## src/rtl/matrix_pkg.sv

```systemverilog
// Shared constants and types for the matrix multiplier result path.
package matrix_pkg;

  localparam int unsigned MATRIX_MEM_DEPTH  = 1024;
  localparam int unsigned MATRIX_MEM_WIDTH  = 32;
  localparam int unsigned MATRIX_ADDR_WIDTH = $clog2(MATRIX_MEM_DEPTH);
  localparam int unsigned WRITER_FIFO_DEPTH = 4;

  typedef enum logic [1:0] {
    IDLE,
    STREAM,
    DONE
  } writer_state_t;

endpackage

```

## src/rtl/stream_fifo.sv

```systemverilog
// Small synchronous FIFO with a combinational head; pop when full frees the slot for a same-cycle push.
module stream_fifo #(
  parameter int unsigned WIDTH = 32,
  parameter int unsigned DEPTH = 4
) (
  input  logic                         clk,
  input  logic                         rst,
  input  logic                         push,
  input  logic [WIDTH-1:0]             push_data,
  input  logic                         pop,
  output logic [WIDTH-1:0]             pop_data,
  output logic                         full,
  output logic                         empty,
  output logic [$clog2(DEPTH+1)-1:0]   count
);

  localparam int unsigned PTR_W = (DEPTH > 1) ? $clog2(DEPTH) : 1;
  localparam int unsigned CNT_W = $clog2(DEPTH+1);
  localparam logic [PTR_W-1:0] LAST_PTR = PTR_W'(DEPTH-1);

  logic [WIDTH-1:0] mem [DEPTH];
  logic [PTR_W-1:0] wr_ptr, rd_ptr;
  logic             do_push, do_pop;

  assign empty    = (count == '0);
  assign full     = (count == CNT_W'(DEPTH));
  assign do_pop   = pop && !empty;
  assign do_push  = push && (!full || do_pop);
  assign pop_data = mem[rd_ptr];

  always_ff @(posedge clk) begin
    if (do_push) mem[wr_ptr] <= push_data;
  end

  always_ff @(posedge clk or posedge rst) begin
    if (rst) begin
      wr_ptr <= '0;
      rd_ptr <= '0;
      count  <= '0;
    end else begin
      if (do_push) wr_ptr <= (wr_ptr == LAST_PTR) ? '0 : wr_ptr + 1'b1;
      if (do_pop)  rd_ptr <= (rd_ptr == LAST_PTR) ? '0 : rd_ptr + 1'b1;
      case ({do_push, do_pop})
        2'b10:   count <= count + 1'b1;
        2'b01:   count <= count - 1'b1;
        default: count <= count;
      endcase
    end
  end

endmodule

```

## src/rtl/matrix_stream_writer.sv

```systemverilog
// Streams result RAM C words 0..len-1 onto an AXI-Stream master through a credit-limited prefetch FIFO.
module matrix_stream_writer
  import matrix_pkg::*;
#(
  parameter int unsigned MEM_DEPTH  = MATRIX_MEM_DEPTH,
  parameter int unsigned DATA_WIDTH = MATRIX_MEM_WIDTH,
  parameter int unsigned ADDR_WIDTH = $clog2(MEM_DEPTH)
) (
  input  logic                  CLK,
  input  logic                  RESET,
  input  logic                  start,
  input  logic [ADDR_WIDTH:0]   num_words,
  output logic                  busy,
  output logic                  done,
  output logic [ADDR_WIDTH-1:0] mem_address,
  input  logic [DATA_WIDTH-1:0] mem_read_data,
  output logic                  M_AXIS_VALID,
  input  logic                  M_AXIS_READY,
  output logic [DATA_WIDTH-1:0] M_AXIS_DATA,
  output logic                  M_AXIS_LAST
);

  localparam int unsigned CNT_W = $clog2(WRITER_FIFO_DEPTH+1);
  localparam logic [ADDR_WIDTH:0] MAX_LEN = (ADDR_WIDTH+1)'(MEM_DEPTH);
  localparam logic [CNT_W:0] CREDITS = (CNT_W+1)'(WRITER_FIFO_DEPTH);

  writer_state_t state, state_next;

  logic [ADDR_WIDTH:0]   len, rd_idx, beat_idx;
  logic [1:0]            rd_pend;
  logic [CNT_W-1:0]      fifo_count;
  logic [CNT_W:0]        credit_used;
  logic                  fifo_empty, fifo_full;
  logic [DATA_WIDTH-1:0] fifo_head;
  logic                  issue, fire, last_beat;

  // Reads in flight occupy FIFO credit until their data lands two edges later.
  assign credit_used = (CNT_W+1)'(fifo_count) + (CNT_W+1)'(rd_pend[0]) + (CNT_W+1)'(rd_pend[1]);
  assign issue       = (state == STREAM) && (rd_idx < len) && (credit_used < CREDITS) && !fifo_full;
  assign fire        = M_AXIS_VALID && M_AXIS_READY;
  assign last_beat   = (beat_idx == len - 1'b1);

  assign M_AXIS_VALID = !fifo_empty;
  assign M_AXIS_DATA  = fifo_empty ? '0 : fifo_head;
  assign M_AXIS_LAST  = M_AXIS_VALID && last_beat;

  always_ff @(posedge CLK or posedge RESET) begin
    if (RESET) state <= IDLE;
    else       state <= state_next;
  end

  always_comb begin
    state_next = state;
    case (state)
      IDLE:    if (start) state_next = (num_words == '0) ? DONE : STREAM;
      STREAM:  if (fire && last_beat) state_next = DONE;
      DONE:    state_next = IDLE;
      default: state_next = IDLE;
    endcase
  end

  always_comb begin
    busy = 1'b0;
    done = 1'b0;
    case (state)
      STREAM:  busy = 1'b1;
      DONE:    done = 1'b1;
      default: ;
    endcase
  end

  always_ff @(posedge CLK or posedge RESET) begin
    if (RESET) begin
      len         <= '0;
      rd_idx      <= '0;
      beat_idx    <= '0;
      mem_address <= '0;
      rd_pend     <= '0;
    end else begin
      rd_pend <= {rd_pend[0], issue};
      if (state == IDLE && start && num_words != '0) begin
        len      <= (num_words > MAX_LEN) ? MAX_LEN : num_words;
        rd_idx   <= '0;
        beat_idx <= '0;
      end
      if (issue) begin
        mem_address <= rd_idx[ADDR_WIDTH-1:0];
        rd_idx      <= rd_idx + 1'b1;
      end
      if (fire) beat_idx <= beat_idx + 1'b1;
    end
  end

  stream_fifo #(
    .WIDTH (DATA_WIDTH),
    .DEPTH (WRITER_FIFO_DEPTH)
  ) u_fifo (
    .clk       (CLK),
    .rst       (RESET),
    .push      (rd_pend[1]),
    .push_data (mem_read_data),
    .pop       (fire),
    .pop_data  (fifo_head),
    .full      (fifo_full),
    .empty     (fifo_empty),
    .count     (fifo_count)
  );

endmodule

```

## config.mk

```make
export PLATFORM = sky130hd
export DESIGN_NAME = matrix_stream_writer
export DESIGN_NICKNAME = d
export VERILOG_FILES = /design/src/rtl/matrix_pkg.sv /design/src/rtl/stream_fifo.sv /design/src/rtl/matrix_stream_writer.sv
export SDC_FILE = /design/constraint.sdc
export NUM_CORES = 1
export LEC_CHECK = 0
export ABC_CLOCK_PERIOD_IN_PS = 3820
export BUFFER_PORTS_ARGS = -buffer_cell sky130_fd_sc_hd__clkbuf_2
export CORE_UTILIZATION = 33
export DETAILED_ROUTE_END_ITERATION = 7
export GPL_TIMING_DRIVEN = 0
export PLACE_DENSITY_LB_ADDON = 0.15
export SETUP_SLACK_MARGIN = 0.4
export SLEW_MARGIN = 20
export SYNTH_ARGS = -nofsm -noshare
export SYNTH_HDL_FRONTEND = slang
export SYNTH_SLANG_ARGS = --single-unit
```

## constraint.sdc

```tcl
create_clock -name CLK -period 3.82 [get_ports CLK]
set_clock_uncertainty 0.15 [all_clocks]
set_input_delay 0.764 -clock CLK [delete_from_list [all_inputs] [get_ports CLK]]
set_output_delay 0.764 -clock CLK [all_outputs]
set_load 0.02 [all_outputs]
```

==> results of run 1 <==
==> stage by stage <==
step                      hold WS, ns  cells  area (µm²)  power [mW]
after CTS                      0.2382   1003        9764       7.980
after global routing           0.2413   1014        9861       8.458
after floorplan                0.2040    554        8109       4.998
final                          0.2312   1014        9861       7.989
after detailed placement       0.2170    969        9064       6.004
after global placement         0.2214    965        8969       5.862
==> layout make-up <==
cell class,count,area [µm²]
clock inverter,15,226.5
fill,2159,13890
multi-input combinational,325,2756
clock buffer,17,425.4
buffer,25,123.9
inverter,22,85.08
tap,319,399.1
sequential,182,5196
timing repair buffer,109,648.1
==> registers in the layout, summed over array words and instances (netlist names) <==
register       cells
state              2
rd_pend            2
mem_address       10
len               11
beat_idx          11
u_fifo.rd_ptr      2
u_fifo.mem       128
rd_idx            11
u_fifo.wr_ptr      2
u_fifo.count       3
==> kinds of logic (layout without fill, tap and decap cells) <==
| family | Yosys count | in the layout |
|---|---|---|
| AOI/OAI and AO/OA | 72 | 72 |
| xor gates and xnor gates | 20 | 20 |
| DFF | 182 | 182 |
| adders and majority gates | 20 | 20 |
| buffers and inverters | 47 | 188 |
| muxes | 43 | 43 |
| and+or+nand+nor | 170 | 170 |
==> timing repair <==
action	4_1_cts	5_1_grt
setup endpoints to repair	29	10
hold buffers	0	0
pin swaps	2	6
setup buffers	2	11
resized for setup	11	6
==> report_power, final <==
part	switching (mW)	internal (mW)
clock	0.871	1.02
combinational	1.85	1.42
sequential	0.247	2.58
total	2.97	5.02
==> path summary, 6_finish.rpt <==
check	depth (start not counted)	slack [ns]	end
hold / removal	0	0.23	rd_pend[1]
setup / recovery	9	0.43	M_AXIS_LAST
min in group asynchronous	2	0.27	rd_pend[0]
setup reg to reg	9	1.13	mem_address[9]
max in group asynchronous	2	2.76	len[0]
hold reg to reg	0	0.23	rd_pend[1]
==> synthesized netlist by cell type, types with 2 or more instances <==
library cell	instances	area share [%]
edfxtp_1	128	47
dfrtp_1	54	17
nand2_1	49	2.3
and2_1	38	2.9
mux4_2	32	8.9
o21ai_0	32	2.0
inv_1	21	0.97
ha_1	19	2.9
nand3_1	18	1.1
clkbuf_1	15	0.69
nor3_1	12	0.74
xor2_1	12	1.3
and3_1	11	0.85
mux2_2	10	1.4
nand2b_1	10	0.77
a21o_1	8	0.74
buf_2	8	0.49
xnor2_1	8	0.86
a211o_1	7	0.76
a21oi_1	6	0.37
nor2_1	6	0.28
nand3b_1	4	0.37
nand4_1	4	0.31
or3_1	4	0.31
a211oi_1	3	0.28
nor3b_1	3	0.28
a31oi_1	2	0.15
o211ai_1	2	0.19
or2_2	2	0.15
==> metal layers <==
metal	global-route usage (%)	vias up	share of wire (%)
met1	17.53	2477	44
met3	3.710	19	3.6
li1	-	2351	-
met2	24.18	79	51
met4	5.163	0	1.7
met5	0	-	0
==> results.ini, run 1 <==
[detailed_routing]
wl_per_cell_um=17.31
ant_nets=0
drt_iter0_drc=269
drtPass1Iterations=6
drc=0
vias=4926
wl_um=17550
viasPerCell=4.858

[final_layout]
num-nets-final=749
drive_gt1_share_pct=31.80
layout_commonest_cell=edfxtp_1
fin_util_pct=41.51
final_cell_mix=edfxtp_1 (128), clkbuf_2 (94), dfrtp_1 (53)
diodes=0
area_growth_syn_to_layout_pct=21.60

[placement]
place_ws_ns=0.4485
io_buffers=92
place_congestion=0.7502
hpwl_um=11800

[timing]
tightest_slew_ns=0.6755
slew_headroom_pct=54.97
setup_viol=0
hold_viol_final=0
final.period_utilization_pct=88.70
rsz0062_at_grt=true
post-route-worst-setup-slack_ns=0.4317
clock.fmax_ghz=0.2951
slew_viol_final=0
finalSetupTns_ns=0
period_minus_slack_ns=3.388

[die]
io_pins=93
start_util_pct=34.14
core_um2=23750
die_y_um=158.8
die-area_um2=25200
rows=56
chipWidth_um=158.8

[logic_synthesis]
synth-xor-area-share_pct=2.160
synthArstFlopShare_pct=29.67
seq_area_frac_synth_pct=64.06
synthSimpleGateAreaFrac_pct=11.63
yosys_register_bits=182
syn_nets=621
ys_warn_count=0
synth_top_family_by_area=simple AND/OR/NAND/NOR gates
ys.flop_type=edfxtp_1
synth_compound_area_share_pct=6.126
synth_adder_area_share_pct=3.179
synth_mux_area_share_pct=10.40
synth_edf_count=128
postSynthCellCount=554
synth_cell_type_count=55
synth_area_per_cell_um2=14.64
synth_area_um2=8109

[setup_path]
cp-startpoint=len[1]
r2r_start=len[6]
critPathKind=register to output port
cp-start-kind=register
crit_path_end_kind=output port
cpMaxStageDelayCell=dfrtp_1
cp_max_fo=5
crit_family=simple AND/OR/NAND/NOR gates
slowest_delay_ns=0.42
cp_data_arrival_time_ns=2.47
cp.buffers_inverters=3
crit_path_cell_trace=inv_2, ha_4, nor4b_4, buf_4, o211ai_1, a221oi_2, nor3_2, nor3b_2, buf_4
required_ns=2.91
path_common_cell=buf_4

[clock_tree]
clock-sinks=182
ctsLongestPathBuffers=2
root_buffer=clkbuf_16
htreeDepth=4
tritoncts=built
insertion_delay_ns=0.44
path_clk_slew_ns=0.07
cts_buffers=17

[pwr]
power_density_nw_per_um2=810.1
p_leak_nw=3.925
ir_drop_mv=0.3975

[global_route]
grt_max_degree=55
grt_pass1_wl_um=27400
grt.overflow.total=0
antenna_found_initial=0
gr-usage-all-layers_pct=14.30
first_global_vias=5024

[run_status]
outcome=finished clean

[min_path]
worstHoldPathType=register to register
hold_start=rd_pend[0]

[run]
drv_cap=0

Note: power is estimated with default switching activity, not from simulation.
==> inputs of run 2 (changes only) <==
Settings changed: REMOVE_ABC_BUFFERS from default to 1.
==> results.ini, run 2 (synthesis results as in run 1) <==
[pwr]
intPower_mw=4.895
p_seq_share_pct=37.5
clockPowerShare_pct=23.4
comb_power_share_pct=39.1
ir_drop_mv=0.3272
p_sw_mw=2.802
power_density_nw_per_um2=793.9
p_leak_nw=3.815
switching_share_pct=36.41

[detailed_routing]
dr_wl_met2_um=8627
wl_um=16550
drc=0
wl_met3_um=564
vias=4760
viasPerCell=4.842
wl_per_cell_um=16.84
drtPass1Iterations=4
ant_nets=0
top_layer=met4
wl_met1_um=7245
drt_iter0_drc=282

[placement]
place_congestion=0.7513
place_ws_ns=0.5886
hpwl_um=10970
io_buffers=92

[setup_path]
rr_endpoint=mem_address[8]
worstRegToRegCells=8
cp-startpoint=len[1]
critPathKind=register to output port
cp-start-kind=register
crit_end=M_AXIS_LAST
cp_max_fo=6
cpMaxStageDelayCell=nor3_1
cp_data_arrival_time_ns=2.41
crit_path_end_kind=output port
r2r_start=len[4]
crit_path_cell_trace=inv_2, ha_4, nor4b_4, buf_4, xnor2_1, nor4_2, nor3_1, nor3b_2, clkbuf_4
r2r_slack_ns=0.90
required_ns=2.91
slowest_delay_ns=0.42

[final_layout]
largest_register_ffs=128
largest-register=u_fifo.mem
fillerInstances=2186
drive_gt1_share_pct=31.17
final_cell_mix=edfxtp_1 (128), clkbuf_2 (91), dfrtp_1 (50)
multi_input_area_um2=2754
layout_commonest_cell=edfxtp_1
ff_latch_area_um2=5202
num-nets-final=718
area_growth_syn_to_layout_pct=19.56
diodes=0

[min_path]
worstHoldPathType=register to register
whs_path_depth=0

[timing]
setup_viol=0
period_minus_slack_ns=3.324
post-route-worst-setup-slack_ns=0.4958
rsz0062_at_grt=true
clock.fmax_ghz=0.3008
tightest_slew_ns=0.8081
hold_viol_final=0
slew_headroom_pct=45.94
final.period_utilization_pct=87.02
finalSetupTns_ns=0
slew_viol_final=0

[clock_tree]
cts_buffers=17
path_clk_slew_ns=0.07
cts_hold_buf=0
tritoncts=built
ctsLongestPathBuffers=2
insertion_delay_ns=0.42
root_buffer=clkbuf_16
clock-sinks=182
htreeDepth=4

[global_route]
gr-usage-all-layers_pct=13.86
grt.overflow.total=0
grt_pass1_wl_um=27080
antenna_found_initial=0
grt_max_degree=55
first_global_vias=5025

[run]
drv_cap=0

[run_status]
outcome=finished clean

[die]
io_pins=93
chipWidth_um=158.8
core_um2=23750
start_util_pct=34.14
rows=56
die_y_um=158.8
die-area_um2=25200

run 2: cell count changes in the layout (fill, tap and decap cells not counted), moves of 2 or more:
cell,change
clkbuf_2,-3
clkinv_8,-4
buf_2,-6
buf_16,+2
dfrtp_2,+2
clkbuf_1,-12
buf_4,-12
inv_6,+4
inv_8,-2
dfrtp_1,-3
run 2: repair_timing:
item,4_1_cts,5_1_grt
pin swaps,2,4
resized for setup,6,6
buffers inserted,2,2
setup endpoints to repair,1,5
run 2: worst min-delay path by stage:
| stage | start | to | slack [ns] |
|---|---|---|---|
| after floorplan | rd_pend[0] | rd_pend[1] | 0.20 |
| after global placement | rd_pend[0] | rd_pend[1] | 0.22 |
| after detailed placement | rd_pend[0] | rd_pend[1] | 0.23 |
| after CTS | rd_pend[0] | rd_pend[1] | 0.25 |
| after global routing | rd_pend[0] | rd_pend[1] | 0.28 |
| final | rd_pend[0] | rd_pend[1] | 0.25 |
run 2: per-stage QoR:
stage          util (%)  power (mW)  hold slack [ns]  cells  area, µm²
3_5_place_dp      37.96       5.934           0.2333    947       9017
6_report          40.82       7.697           0.2498    983       9696
2_1_floorplan         -       4.921           0.2040    529       7994
5_1_grt           40.82       8.206           0.2754    983       9696
4_1_cts           40.69       7.787           0.2487    981       9666
3_3_place_gp      37.27       5.776           0.2190    940       8853
run 2: power groups by stage:
| stage | Combinational (mW) | Sequential (mW) | Clock (mW) |
|---|---|---|---|
| floorplan | 1.97 | 2.95 | 0 |
| global placement | 2.71 | 3.07 | 0 |
| detailed placement | 3.00 | 2.94 | 0 |
| CTS | 3.04 | 2.90 | 1.85 |
| global route | 3.33 | 2.96 | 1.92 |
| finish | 3.01 | 2.89 | 1.80 |
run 2: critical path, delay by kind of cell (launching register included):
| family | cells | cell delay [ns] |
|---|---|---|
| and+or+nand+nor | 4 | 0.77 |
| adders and majority gates | 1 | 0.18 |
| DFF | 1 | 0.41 |
| buffers and inverters | 3 | 0.49 |
| xor gates and xnor gates | 1 | 0.14 |
run 2: metal layers:
layer / GRT usage [%] / vias to the layer above
met3: 3.030 / 7
met1: 16.62 / 2381
met2: 25.02 / 98
li1: - / 2274
met4: 3.442 / 0
met5: 0 / -
run 2: final cells by class:
cell class | instances | area share [%]
sequential | 182 | 53.66
multi-input combinational | 325 | 28.40
timing repair buffer | 103 | 6.633
clock buffer | 17 | 4.388
tap | 319 | 4.117
clock inverter | 15 | 1.923
inverter | 22 | 0.8775
==> inputs of run 3 (changes only) <==
Settings changed: CORE_ASPECT_RATIO from default to 1.75.
==> results.ini, run 3 (synthesis results as in run 1) <==
[die]
io_pins=93
core_um2=24020
chipWidth_um=120.5
die-area_um2=25230
die_y_um=209.4
rows=75
start_util_pct=33.76

[clock_tree]
insertion_delay_ns=0.44
clock-sinks=182
cts_buffers=17
htreeDepth=4
tritoncts=built
cts_hold_buf=0
path_clk_slew_ns=0.07
root_buffer=clkbuf_16
ctsLongestPathBuffers=2

[placement]
place_ws_ns=0.5751
placed_cells=937
io_buffers=92
hpwl_um=11400
place_congestion=0.7634

[final_layout]
drive_gt1_share_pct=30.68
layout_commonest_cell=edfxtp_1
largest-register=u_fifo.mem
area_growth_syn_to_layout_pct=19.41
largest_register_ffs=128
num-nets-final=719
final_cells=973
diodes=0
final_cell_mix=edfxtp_1 (128), clkbuf_2 (91), dfrtp_1 (52)
fillerInstances=2299

[detailed_routing]
drc=0
viasPerCell=4.940
vias=4807
drtPass1Iterations=4
wl_um=16750
wl_per_cell_um=17.21
ant_nets=0
drt_iter0_drc=264

[pwr]
p_sw_mw=2.816
p_seq_share_pct=37.4
clockPowerShare_pct=23.6
power_density_nw_per_um2=797.0
intPower_mw=4.901
switching_share_pct=36.49
comb_power_share_pct=39.1
p_leak_nw=3.824
ir_drop_mv=0.2871

[setup_path]
cp_max_fo=6
cp-start-kind=register
cpMaxStageDelayCell=dfrtp_1
crit_path_cell_trace=inv_2, ha_4, nor4b_4, buf_4, nand3_1, a2bb2oi_1, o21ai_0, nand3_1, nor3b_2, clkbuf_4
cp_data_arrival_time_ns=2.41
path_common_cell=nand3_1
crit_family=simple AND/OR/NAND/NOR gates
required_ns=2.91
critPathKind=register to output port
slowest_delay_ns=0.41
crit_path_end_kind=output port
cp.buffers_inverters=3

[global_route]
gr-usage-all-layers_pct=14.49
grt_pass1_wl_um=27460
grt_max_degree=55
first_global_vias=5173
grt.overflow.total=0
antenna_found_initial=0

[min_path]
worstHoldPathType=register to register

[run]
drv_cap=0

[timing]
period_minus_slack_ns=3.323
final.period_utilization_pct=86.98
slew_viol_final=0
hold_viol_final=0
rsz0062_at_grt=true
setup_viol=0
clock.fmax_ghz=0.3010
slew_headroom_pct=53.95
post-route-worst-setup-slack_ns=0.4975
tightest_slew_ns=0.6907

[run_status]
outcome=finished clean

-- run 3: changes by cell type in the layout (fill, tap and decap cells not counted), sizes merged --
| cell | delta |
|---|---|
| buf | +1 |
| clkinv | +2 |
| clkinvlp | -1 |
| inv | -1 |
-- run 3: power groups by stage --
stage / clock network, mW / logic, mW / registers, mW
finish: 1.82 / 3.02 / 2.88
global route: 1.94 / 3.35 / 2.94
floorplan: 0 / 1.97 / 2.95
detailed placement: 0 / 3.01 / 2.93
CTS: 1.87 / 3.09 / 2.89
global placement: 0 / 2.72 / 3.06
-- run 3: final timing paths --
kind,end,from,slack (ns),cells after the start
max,M_AXIS_LAST,len[1],0.50,10
min,rd_pend[1],rd_pend[0],0.23,0
max reg2reg,mem_address[7],len[2],0.89,8
min reg2reg,rd_pend[1],rd_pend[0],0.23,0
max in group asynchronous,u_fifo.rd_ptr[0],RESET,2.72,2
min in group asynchronous,mem_address[8],RESET,0.27,2
-- run 3: timing repair --
| item | 4_1_cts | 5_1_grt |
|---|---|---|
| pin swaps | 1 | 2 |
| setup buffers | 3 | 1 |
| gates resized for setup | 6 | 2 |
| cloned | 0 | 0 |
| setup endpoints to repair | 1 | 7 |
-- run 3: metal layers --
metal	vias up	wire (µm)	GRT usage, %
li1	2270	-	-
met1	2424	6542	15.54
met2	93	9259	26.58
met3	20	592	3.451
met4	0	354	6.386
met5	-	0	0
-- run 3: worst register-to-register path: cells and delay by family, from the launching register on --
family                   cells  cell delay [ns]
AO/OA/AOI/OAI                4             1.04
adder cells (fa/ha/maj)      1             0.31
buffers and inverters        2             0.44
flip-flops                   1             0.49
multiplexers                 1             0.38
-- run 3: area by class of cell --
cell class                      instances  area [µm²]  area share [%]
Timing Repair Buffer                  104       646.9           6.680
Inverter                               22       85.08          0.8787
Multi-Input combinational cell        325        2753           28.43
Tap cell                              308       385.4           3.980
Sequential cell                       182        5200           53.70
Clock inverter                         15       187.7           1.938
Clock buffer                           17       425.4           4.393
-- run 3: per-stage QoR --
stage | total power [mW] | area [µm²] | hold WS, ns | TNS [ns] | util, %
final | 7.717 | 9683 | 0.2300 | 0 | 40.31
after global routing | 8.229 | 9683 | 0.2503 | 0 | 40.31
after CTS | 7.853 | 9668 | 0.2353 | 0 | 40.24
after detailed placement | 5.944 | 9007 | 0.2155 | 0 | 37.49
after global placement | 5.777 | 8840 | 0.2189 | -3.387 | 36.80
after floorplan | 4.921 | 7994 | 0.2040 | 0 | -
